--- config.mk ---
export PLATFORM = sky130hd
export DESIGN_NAME = aes_lite_sched
export DESIGN_NICKNAME = d
export VERILOG_FILES = /design/src/rtl/aes_lite_sched.sv
export SDC_FILE = /design/constraint.sdc
export NUM_CORES = 1
export LEC_CHECK = 0
export BUFFER_PORTS_ARGS = -buffer_cell sky130_fd_sc_hd__clkbuf_2
export CAP_MARGIN = 20
export CORE_MARGIN = 5
export CORE_UTILIZATION = 50
export CTS_CLUSTER_SIZE = 14
export DETAILED_ROUTE_END_ITERATION = 8
export PLACE_DENSITY = 0.95
export REMOVE_ABC_BUFFERS = 1
export SETUP_SLACK_MARGIN = 0.15
export SLEW_MARGIN = 20
export SYNTH_ARGS = -nofsm -noshare
export SYNTH_HDL_FRONTEND = slang
export SYNTH_SLANG_ARGS = --single-unit
export TNS_END_PERCENT = 20
--- constraint.sdc ---
create_clock -name clk -period 2.5 [get_ports clk]
set_input_delay 0.25 -clock clk [delete_from_list [all_inputs] [get_ports clk]]
set_output_delay 0.25 -clock clk [all_outputs]
set_load 0.1 [all_outputs]
--- src/rtl/aes_lite_sched.sv ---
// aes_lite_sched: round-robin scheduler sharing one byte round engine
// between NUM_REQ requesters; each job runs NUM_ROUNDS rounds of
// state ^= key ^ round_idx and returns the result tagged with its id.
// Ports: clk, rst_n (async active-low), req_valid/req_data/req_key in,
// req_ready out (one-hot), rsp_valid/rsp_data/rsp_id out, rsp_ready in,
// busy out (ROUND or DONE).
// Config: define AES_SCHED_FIXED_PRIO_EN for lowest-index-wins arbitration.
module aes_lite_sched #(
  parameter  int NUM_REQ    = 4,
  parameter  int NUM_ROUNDS = 10,
  localparam int ID_W       = $clog2(NUM_REQ)
) (
  input  logic                 clk,
  input  logic                 rst_n,
  input  logic [NUM_REQ-1:0]   req_valid,
  input  logic [8*NUM_REQ-1:0] req_data,
  input  logic [8*NUM_REQ-1:0] req_key,
  output logic [NUM_REQ-1:0]   req_ready,
  output logic                 rsp_valid,
  output logic [7:0]           rsp_data,
  output logic [ID_W-1:0]      rsp_id,
  input  logic                 rsp_ready,
  output logic                 busy
);

  localparam logic [3:0] LAST = 4'(NUM_ROUNDS - 1);

  typedef enum logic [1:0] {
    IDLE,
    ROUND,
    DONE
  } state_e;

  state_e          state_q, state_d;
  logic [ID_W-1:0] rr_ptr_q, rr_ptr_d;
  logic [ID_W-1:0] id_q, id_d;
  logic [3:0]      cnt_q, cnt_d;
  logic [7:0]      data_q, data_d;
  logic [7:0]      key_q, key_d;

  logic            grant_vld;
  logic [ID_W-1:0] grant_id;
  logic [ID_W-1:0] cand;

  // Scan from the highest offset down so the lowest offset from
  // rr_ptr_q wins. With fixed priority rr_ptr_q stays 0, which
  // turns the same scan into lowest-index-wins.
  always_comb begin
    grant_vld = 1'b0;
    grant_id  = '0;
    cand      = '0;
    for (int k = NUM_REQ - 1; k >= 0; k--) begin
      cand = ID_W'((int'(rr_ptr_q) + k) % NUM_REQ);
      if (req_valid[cand]) begin
        grant_vld = 1'b1;
        grant_id  = cand;
      end
    end
  end

  always_comb begin
    state_d   = state_q;
    rr_ptr_d  = rr_ptr_q;
    id_d      = id_q;
    cnt_d     = cnt_q;
    data_d    = data_q;
    key_d     = key_q;
    req_ready = '0;
    unique case (state_q)
      IDLE: begin
        if (grant_vld) begin
          // Gate on rst_n so a held request never sees ready in reset.
          req_ready[grant_id] = rst_n;
          data_d  = req_data[{grant_id, 3'b000} +: 8];
          key_d   = req_key[{grant_id, 3'b000} +: 8];
          id_d    = grant_id;
          cnt_d   = '0;
          state_d = ROUND;
`ifdef AES_SCHED_FIXED_PRIO_EN
          rr_ptr_d = '0;
`else
          rr_ptr_d = ID_W'((int'(grant_id) + 1) % NUM_REQ);
`endif
        end
      end
      ROUND: begin
        data_d = data_q ^ key_q ^ {4'b0000, cnt_q};
        cnt_d  = cnt_q + 4'd1;
        if (cnt_q == LAST) begin
          state_d = DONE;
        end
      end
      DONE: begin
        if (rsp_ready) begin
          state_d = IDLE;
        end
      end
      default: state_d = IDLE;
    endcase
  end

  always_ff @(posedge clk or negedge rst_n) begin
    if (!rst_n) begin
      state_q  <= IDLE;
      rr_ptr_q <= '0;
      id_q     <= '0;
      cnt_q    <= '0;
      data_q   <= '0;
      key_q    <= '0;
    end else begin
      state_q  <= state_d;
      rr_ptr_q <= rr_ptr_d;
      id_q     <= id_d;
      cnt_q    <= cnt_d;
      data_q   <= data_d;
      key_q    <= key_d;
    end
  end

  assign rsp_valid = (state_q == DONE);
  assign rsp_data  = data_q;
  assign rsp_id    = id_q;
  assign busy      = (state_q != IDLE);

endmodule

# ---- Word-level counts from Yosys, hierarchy flattened
# Index checks and enable logic that the tools add are counted.
# W data, S select, Z words.
dict set report classes {
  n_lt_le_gt_ge 6
  shift 2
  bitwise 3
  n_reduce_logical 7
  add_sub_neg 5
  n_eq_ne 6
  mux 28
}
# op count
set op_table {}
lappend op_table {{$shiftx A32 B6 Y8} 2}
lappend op_table {{$pmux W8 S2} 1}
lappend op_table {{$lt A2 B3 Y1 const B} 5}
lappend op_table {{$mux W2} 7}
lappend op_table {{$mux W4} 3}
lappend op_table {{$mux W1} 9}
lappend op_table {{$bmux W1 S2} 4}
lappend op_table {{$mux W8} 1}
lappend op_table {{$pmux W4 S2} 1}
lappend op_table {{$xor A8 B4 Y8} 1}
lappend op_table {{$xor A8 B8 Y8} 1}
lappend op_table {{$pmux W2 S3} 1}
lappend op_table {{$add A2 B1 Y2 const B} 2}
lappend op_table {{$add A2 B2 Y2 const B} 2}
lappend op_table {{$add A4 B1 Y4 const B} 1}
lappend op_table {{$and A4 B4 Y4} 1}
lappend op_table {{$eq A4 B4 Y1 const B} 1}
lappend op_table {{$ne A2 B2 Y1 const B} 2}
lappend op_table {{$reduce_and A2 Y1} 2}
lappend op_table {{$reduce_bool A2 Y1} 2}
lappend op_table {{$reduce_and A3 Y1} 1}
lappend op_table {{$demux W1 S2} 1}
lappend op_table {{$eq A2 B1 Y1 const B} 1}
lappend op_table {{$eq A2 B2 Y1 const B} 1}
lappend op_table {{other kinds (4)} 4}
dict set report word_totals {
  output_inout_bits 16
  inputBits 71
  register_bits 26
}

# ---- Longest topological paths before layout
# Gate-level depths: netlist (run 1).
dict set report depth {
  ltp_word 14
  mapped_depth 8
  mapped_depth_nobuf 5
}

# ---- Least setup slack after synthesis (run 1)
# OpenSTA, ideal clock, no wires.
dict set report synth_path {
  path_kind {register to output}
  from {register state_q[0]}
  to {output req_ready[2]}
  arrival_ns 3.712
  t_required_ns 2.250
  stages_incl_launch_ff 5
  setup_slack_ns -1.462
  path_cell_list {dfrtp_1 or2_1 nor2_1 nand3_1 nor3_1}
}
dict set report synth_via {
  elab_chain_cells 2
}
# item line_no
set synth_rtl {}
lappend synth_rtl {{start: declaration} 34} ;# state_e state_q, state_d;
lappend synth_rtl {{start signal: assignment} 111} ;# state_q <= state_d;
lappend synth_rtl {{$logic_not A2 Y1} 69} ;# unique case (state_q)
lappend synth_rtl {{$mux W4} 69}
lappend synth_rtl {{end: declaration} 18} ;# output logic [NUM_REQ-1:0] req_ready,
# No other way between the ends.

# ---- Worst setup path after layout (run 1)
dict set report layout_path {
  from {register rr_ptr_q[1]}
  to {output req_ready[2]}
}
dict set report layout_via {
  elab_chain_cells 14
}
# item line_no
set layout_rtl {}
lappend layout_rtl {{start: declaration} 35} ;# logic [ID_W-1:0] rr_ptr_q, rr_ptr_d;
lappend layout_rtl {{start signal: assignment} 112} ;# rr_ptr_q <= rr_ptr_d;
lappend layout_rtl {{$add A2 B2 Y2} 53} ;# cand = ID_W'((int'(rr_ptr_q) + k) % NUM_REQ);
lappend layout_rtl {{$bmux W1 S2} 54} ;# if (req_valid[cand]) begin
lappend layout_rtl {{$mux W1 (not written as such)} 54}
lappend layout_rtl {{$mux W2 (4 in series)} 54}
lappend layout_rtl {{$lt A2 B3 Y1 (not written as such) / $ge A2 B1 Y1 (equally long branches)} 73} ;# req_ready[grant_id] = rst_n;
lappend layout_rtl {{$logic_and A1 B1 Y1 (not written as such)} 73}
lappend layout_rtl {{$mux W1 (not written as such)} 73}
lappend layout_rtl {{$demux W1 S2} 73}
lappend layout_rtl {{$and A4 B4 Y4 (no line)} -}
lappend layout_rtl {{$mux W4 *} 71} ;# if (grant_vld) begin
lappend layout_rtl {{$mux W4 *} 69}
# Every way passes the cells marked *; elsewhere a longest branch is shown, timed or not. The select of a mux whose other input is x is not followed.

==> metrics.txt, run 1 <==
switching power 0.00175 W; post-route design area around 0.0024 sq mm; count of clock tree sinks 26; cell with the largest stage delay on the worst path dfrtp_1; post-synthesis compound-gate area fraction 32.1%; global-route wire length before repair 9050 microns; Boundary Pins between 80 and 90; Ys Warns 0; largest fanout on the critical path 7; final-layout setup total negative slack 0 ns; antenna violations before repair 0; power density relative to cell area 1320 mW/mm^2; kind of capture point of the worst setup path primary output; proportion of power drawn by combinational gates 65.3%; synth unique cells 48; Leak Pwr ~1.2 nW; detailed router's first-iteration violation count roughly 180; Crit Reg-Reg Endpoint rsp_data[1]; hold endpoint rsp_data[2]; Min-Delay Startpoint req_data[18]; CTS tree done; adder-cell share of the synthesized area 1.36%; RSZ-0062 raised after global routing false; area overhead of the layout relative to synthesis 30.6%; global-route total usage across every layer 21.9%; syn_area_per_cell approximately 9 sq um; clock buffer count from CTS 3; fraction of the yosys area taken by sequential cells 35.3%; Die Width 70.7 microns; clk_skew 0.00234 ns; Total Wirelength 5500 microns; worst hold margin 0.208 ns; Core ar. 0.00361 sq mm; buffers inserted during post-CTS setup optimization 0; netlist area before placement 0.00184 sq mm; most frequently used flop master after synthesis dfrtp_1; H-tree depth 1; switching power share of the total a little under three fifths; floorplan die area 0.00500 sq mm; R2R setup slack 0.42 ns; number of flip-flops and latches in the synthesized netlist 26; detailed route wirelength on metal2 2610 microns; proportion of synthesized area in mux cells 3.53%; peak ir drop on the vdd network between 0.7 and 0.8 mV; number of port buffers between 80 and 90; antenna diode count 0; post-DR vias/cell 5.90; routed metal-1 wire length roughly 2300 microns; final critical delay including setup and external delays 2.23 ns; Worst Setup Path Type reg2out; hold depth 3; Std-Cell Rows 22; cell area after placement between 0.002 and 0.0025 sq mm; maximum cell stage delay along the critical path 0.48 ns; Finish-stage setup viols 0; DP Cell Count ~330; number of enable-type register cells in the synthesized netlist 0; cells traversed along the worst timing path or3b_1 -> o221ai_2 -> nand3_1 -> nor3_1 -> buf_12; FF-to-FF Start state_q[0]; buffers and inverters on the worst path 1; share of total power in the clock network ~8.8%; async set-or-reset flop fraction in the synthesized netlist 100%; final HPWL from detailed placement 4320 microns; cell depth of the worst flop-to-flop path 6; final estimated routing congestion in global placement 0.874; Max Transition Viols Final 0; Via Count 1988; maximum number of pins on one net before global-route repair 21; final hold viol count 0; Worst-path clk slew 0.09 ns; ratio of cells with drive above 1 in the final layout 36.3%; highest achievable clock rate 448 MHz; Top Family by Delay on Critical Path simple AND/OR/NAND/NOR gates; result of the run completed; post-route fraction of the period consumed by the critical path between 80% and 90%; class of the worst hold path in2reg; number of nets with antenna violations after detailed routing 0; cell type with the highest aggregate area in the netlist dfrtp_1; Yosys top cell area share 35.3%; sequential power share between 20% and 30%; Die Y between 70 and 80 microns; critical path required time 2.25 ns; final core occ ~67%; main combinational cell family by area after synthesis compound AO/OA/AOI/OAI gates; Hold Buf Count CTS 1; initial standard-cell utilization of the core 51.1%; average wire length per cell after detail routing 16.3 microns; transition time of the tightest slew-check pin 0.577 ns; highest signal layer in the routed design met4; worst slew slack as a fraction of its limit 61.7%; NumNets Final 363; vias in the first global route slightly below 2000; CTS resizes 0; Root Driver clkbuf_8; overall overflow remaining after global route 0; Synth Area in XOR/XNOR 3.80%; Post-Synthesis Cells 206; internal portion of total power 0.00143 W; CTS max path bufs 2; worst skew pair latency 0.27 ns; total DRC errors in the routed layout 0; number of iterations in the first detailed-routing pass 5; ranking of synthesized cells by area dfrtp_1 35%, a221o_1 6.0%, nand2_1 5.9%, a21oi_1 4.3%, nand3_1 3.8%; wire length on met3 493 microns; Startpoint Class flip-flop; number of violations of the max-capacitance limit 0; final instance count without filler cells 337; WP data arrival approximately 2 ns; area share of and/or/nand/nor cells after synthesis 17.9%
routing by layer:
metal | vias to the layer above | track usage, %
met5 | - | 0
met4 | 0 | 6.68
met3 | 9 | 3.98
met2 | 110 | 35.6
met1 | 922 | 29.8
li1 | 947 | -
cells in the final DEF, fill, tap and decap left out, types with 3 or more instances in the layout:
cell type	instances
a21oi_1	16
a21o_1	4
clkbuf_2	82
nand3_1	14
buf_4	6
a221oi_1	7
nor2_1	5
buf_12	4
inv_1	3
clkbuf_8	4
a221o_1	11
o22a_1	5
dfrtp_1	26
nand2_1	29
and3_1	3
xnor2_1	4
o22ai_1	4
xor2_1	4
o21ai_0	14
mux2i_1	5
a22oi_1	7
tightest hold or removal path, stage by stage:
cell and delay, ns:
clkbuf_2 0.08, nand2_1 0.05, a221oi_1 0.06
Yosys cell counts (2+ instances only):
master / number
a21o_1: 4
a21oi_1: 16
a221o_1: 11
a221oi_1: 7
a22oi_1: 7
and3_1: 3
buf_2: 2
buf_4: 3
buf_6: 4
clkbuf_1: 5
dfrtp_1: 26
ha_1: 2
inv_1: 3
mux2i_1: 5
nand2_1: 29
nand2b_1: 2
nand3_1: 14
nor2_1: 5
nor2b_1: 2
o211a_1: 2
o21ai_0: 14
o22a_1: 5
o22ai_1: 4
xnor2_1: 4
xor2_1: 4
flip-flops by register name (all words and copies together), names as in the netlist:
register,count
rr_ptr_q,2
key_q,8
rsp_id,2
state_q,2
rsp_data,8
cnt_q,4
per-stage QoR:
stage	total power [W]	setup WS (ns)
after floorplan	0.00240	-1.48
after detailed placement	0.00291	0.434
after global placement	0.00284	0.556
after global routing	0.00339	0.208
after CTS	0.00319	0.290
final	0.00319	0.268
cells by family (layout without fill, tap and decap cells):
family                     Yosys count  count (layout)
DFF                                 26              26
muxes                                6               6
xor gates and xnor gates             8               8
AOI/OAI and AO/OA                   79              79
adders and majority gates            2               2
buffers and inverters               18             101
and+or+nand+nor                     67              67
power by group through the flow:
stage / Combinational, W / Sequential, W / Clock (W)
2_1_floorplan: 0.00102 / 0.00138 / 0
3_3_place_gp: 0.00202 / 0.000819 / 0
3_5_place_dp: 0.00208 / 0.000831 / 0
4_1_cts: 0.00208 / 0.000828 / 0.000277
5_1_grt: 0.00224 / 0.000860 / 0.000296
6_report: 0.00208 / 0.000827 / 0.000279
cell type report:
type	instances	area, sq um
Tap cell	48	60.1
Timing Repair Buffer	93	546
Multi-Input combinational cell	162	1080
Sequential cell	26	651
Inverter	4	15.0
Fill cell	310	1200
Clock buffer	4	55.1
how the worst max path moves through the flow:
stage / depth (start not counted) / end / from / slack (ns)
2_1_floorplan: 4 / req_ready[2] / state_q[0] / -1.48
3_3_place_gp: 5 / req_ready[2] / rr_ptr_q[1] / 0.56
3_5_place_dp: 6 / rsp_data[1] / state_q[0] / 0.43
4_1_cts: 5 / req_ready[2] / rr_ptr_q[1] / 0.29
5_1_grt: 5 / req_ready[2] / rr_ptr_q[1] / 0.21
6_report: 5 / req_ready[2] / rr_ptr_q[1] / 0.27
Note: power is estimated with default switching activity, not from simulation.
==> inputs of run 2 (changes only) <==
--- a/config.mk
+++ b/config.mk
@@ -8,9 +8,11 @@
 export BUFFER_PORTS_ARGS = -buffer_cell sky130_fd_sc_hd__clkbuf_2
 export CAP_MARGIN = 20
 export CORE_MARGIN = 5
-export CORE_UTILIZATION = 50
+export CORE_UTILIZATION = 52
+export CTS_BUF_LIST = sky130_fd_sc_hd__clkbuf_4
 export CTS_CLUSTER_SIZE = 14
 export DETAILED_ROUTE_END_ITERATION = 8
+export GPL_ROUTABILITY_DRIVEN = 0
 export PLACE_DENSITY = 0.95
 export REMOVE_ABC_BUFFERS = 1
 export SETUP_SLACK_MARGIN = 0.15
==> metrics.txt, run 2 (synthesized netlist as in run 1, its figures left out) <==
Boundary Pins 87 (unchanged); Core ar. 0.00339 sq mm (-6.0%); final HPWL from detailed placement 4190 microns (-2.9%); Die Width 69.6 microns (-1.7%); worst skew pair latency 0.33 ns (+0.06 ns); most common cell after layout, fill and taps aside clkbuf_2; RSZ-0062 raised after global routing true; largest fanout on the critical path 7 (unchanged); initial standard-cell utilization of the core 54.4% (+3.3 points); Leak Pwr 1.20 nW (-1.1%); maximum cell stage delay along the critical path 0.49 ns (about the same); power density relative to cell area 1300 mW/mm^2 (-2.0%); class of the worst hold path in2reg; Startpoint Class flip-flop; Finish-stage setup viols 0 (unchanged); overall overflow remaining after global route 0 (unchanged); clk_skew 0.00320 ns (+0.000863 ns); Root Driver clkbuf_4; cell area after placement 0.00233 sq mm (-0.43%); CTS tree done; vias in the first global route 1925 (-1.2%); post-route fraction of the period consumed by the critical path 92.8% (+3.5 points); cell with the largest stage delay on the worst path dfrtp_1; Min-Delay Startpoint req_data[18]; Total Wirelength 5380 microns (-2.2%); top library cells by usage in the layout, fill and taps aside 82 x clkbuf_2, 29 x nand2_1, 26 x dfrtp_1; buffers and inverters on the worst path 1 (unchanged); final core occ 70.1% (+3.3 points); floorplan die area 0.00484 sq mm (-3.3%); CP Launch Point rr_ptr_q[1]; Max Transition Viols Final 0 (unchanged); antenna diode count 0 (unchanged); detailed router's first-iteration violation count 129 (-27%); Worst-path clk slew 0.14 ns (+0.05 ns); WP data arrival 2.07 ns (+0.09 ns); number of iterations in the first detailed-routing pass 4 (-1); peak ir drop on the vdd network 0.761 mV (+4.5%); Std-Cell Rows 21 (-4.5%); ratio of cells with drive above 1 in the final layout 36.0% (-0.35 points); post-route design area 0.00238 sq mm (-1.3%); worst hold margin 0.144 ns (-0.0637 ns); final hold viol count 0 (unchanged); Top Family by Delay on Critical Path simple AND/OR/NAND/NOR gates; average wire length per cell after detail routing 16.1 microns (-1.6%); number of port buffers 86 (unchanged); CTS max path bufs 2 (unchanged); result of the run completed; H-tree depth 1 (unchanged); cells traversed along the worst timing path or3b_1 -> o221ai_2 -> nand3_1 -> nor3_1 -> buf_12; Via Count 1985 (-0.15%); number of violations of the max-capacitance limit 0 (unchanged); clock buffer count from CTS 3 (unchanged); antenna violations before repair 0 (unchanged); area overhead of the layout relative to synthesis 28.9%; maximum number of pins on one net before global-route repair 21 (unchanged); global-route wire length before repair 8800 microns (-2.7%); worst slew slack as a fraction of its limit 41.6% (-20 points); Die Y 69.6 microns (-1.7%); final instance count without filler cells 335 (-0.59%); number of nets with antenna violations after detailed routing 0 (unchanged); total DRC errors in the routed layout 0 (unchanged); final critical delay including setup and external delays 2.32 ns (+0.0872 ns); Worst Setup Path Type reg2out; final-layout setup total negative slack 0 ns (unchanged); transition time of the tightest slew-check pin 0.874 ns (+0.298 ns); highest achievable clock rate 431 MHz (-3.8%); FF-to-FF Start state_q[0]; critical path required time 2.25 ns (about the same); post-DR vias/cell 5.93 (+0.45%); DP Cell Count 329 (-0.90%); global-route total usage across every layer 21.8% (-0.18 points); count of clock tree sinks 26 (unchanged); NumNets Final 363 (unchanged); kind of capture point of the worst setup path primary output
==> run 2: metal layers <==
layer  global-route usage (%)  wire [microns]  up-vias
li1                         -               -      948
met1                     26.8            2220      913
met2                     36.7            2560      116
met3                     6.23             511        8
met4                     6.72              84        0
met5                        0               0        -
==> run 2: worst paths after layout <==
check / endpoint / slack (ns) / cells past startpoint
worst max-delay path: req_ready[2] / 0.18 / 5
worst min-delay path: rsp_data[2] / 0.14 / 3
worst max register to register: key_q[6] / 0.46 / 5
worst min register to register: rsp_id[0] / 0.50 / 1
max in group asynchronous: state_q[0] / 1.70 / 3
min in group asynchronous: rsp_data[5] / 0.28 / 2
==> run 2: tightest hold or removal path, cell delays in order <==
cell      delay, ns
clkbuf_2       0.08
nand2_1        0.05
a221oi_1       0.06
==> run 2: timing repair <==
| item | CTS | global route |
|---|---|---|
| buffers inserted | 0 | 1 |
| setup endpoints to repair | 0 | 2 |
| gates resized for setup | 0 | 0 |
| endpoints found under the hold margin | 6 | 0 |
| hold buffers | 1 | 0 |
==> run 2: metrics by stage <==
stage / power [W] / worst slack, ns
after detailed placement: 0.00288 / 0.474
after floorplan: 0.00240 / -1.48
after global routing: 0.00327 / 0.145
after global placement: 0.00283 / 0.517
final: 0.00308 / 0.180
after CTS: 0.00307 / 0.225
==> run 2: layout make-up <==
class                      instances  area [sq um]
clock buffer                       3          22.5
clock inverter                     1          3.75
fill                             275          1010
inverter                           4          15.0
multi-input combinational        162          1080
sequential                        26           651
tap                               46          57.6
timing repair buffer              93           546
==> run 2: power by group <==
group	total [W]	internal, W	switching (W)
logic	0.00207	0.000656	0.00142
clock network	0.000188	0.0000588	0.000129
registers	0.000824	0.000629	0.000195
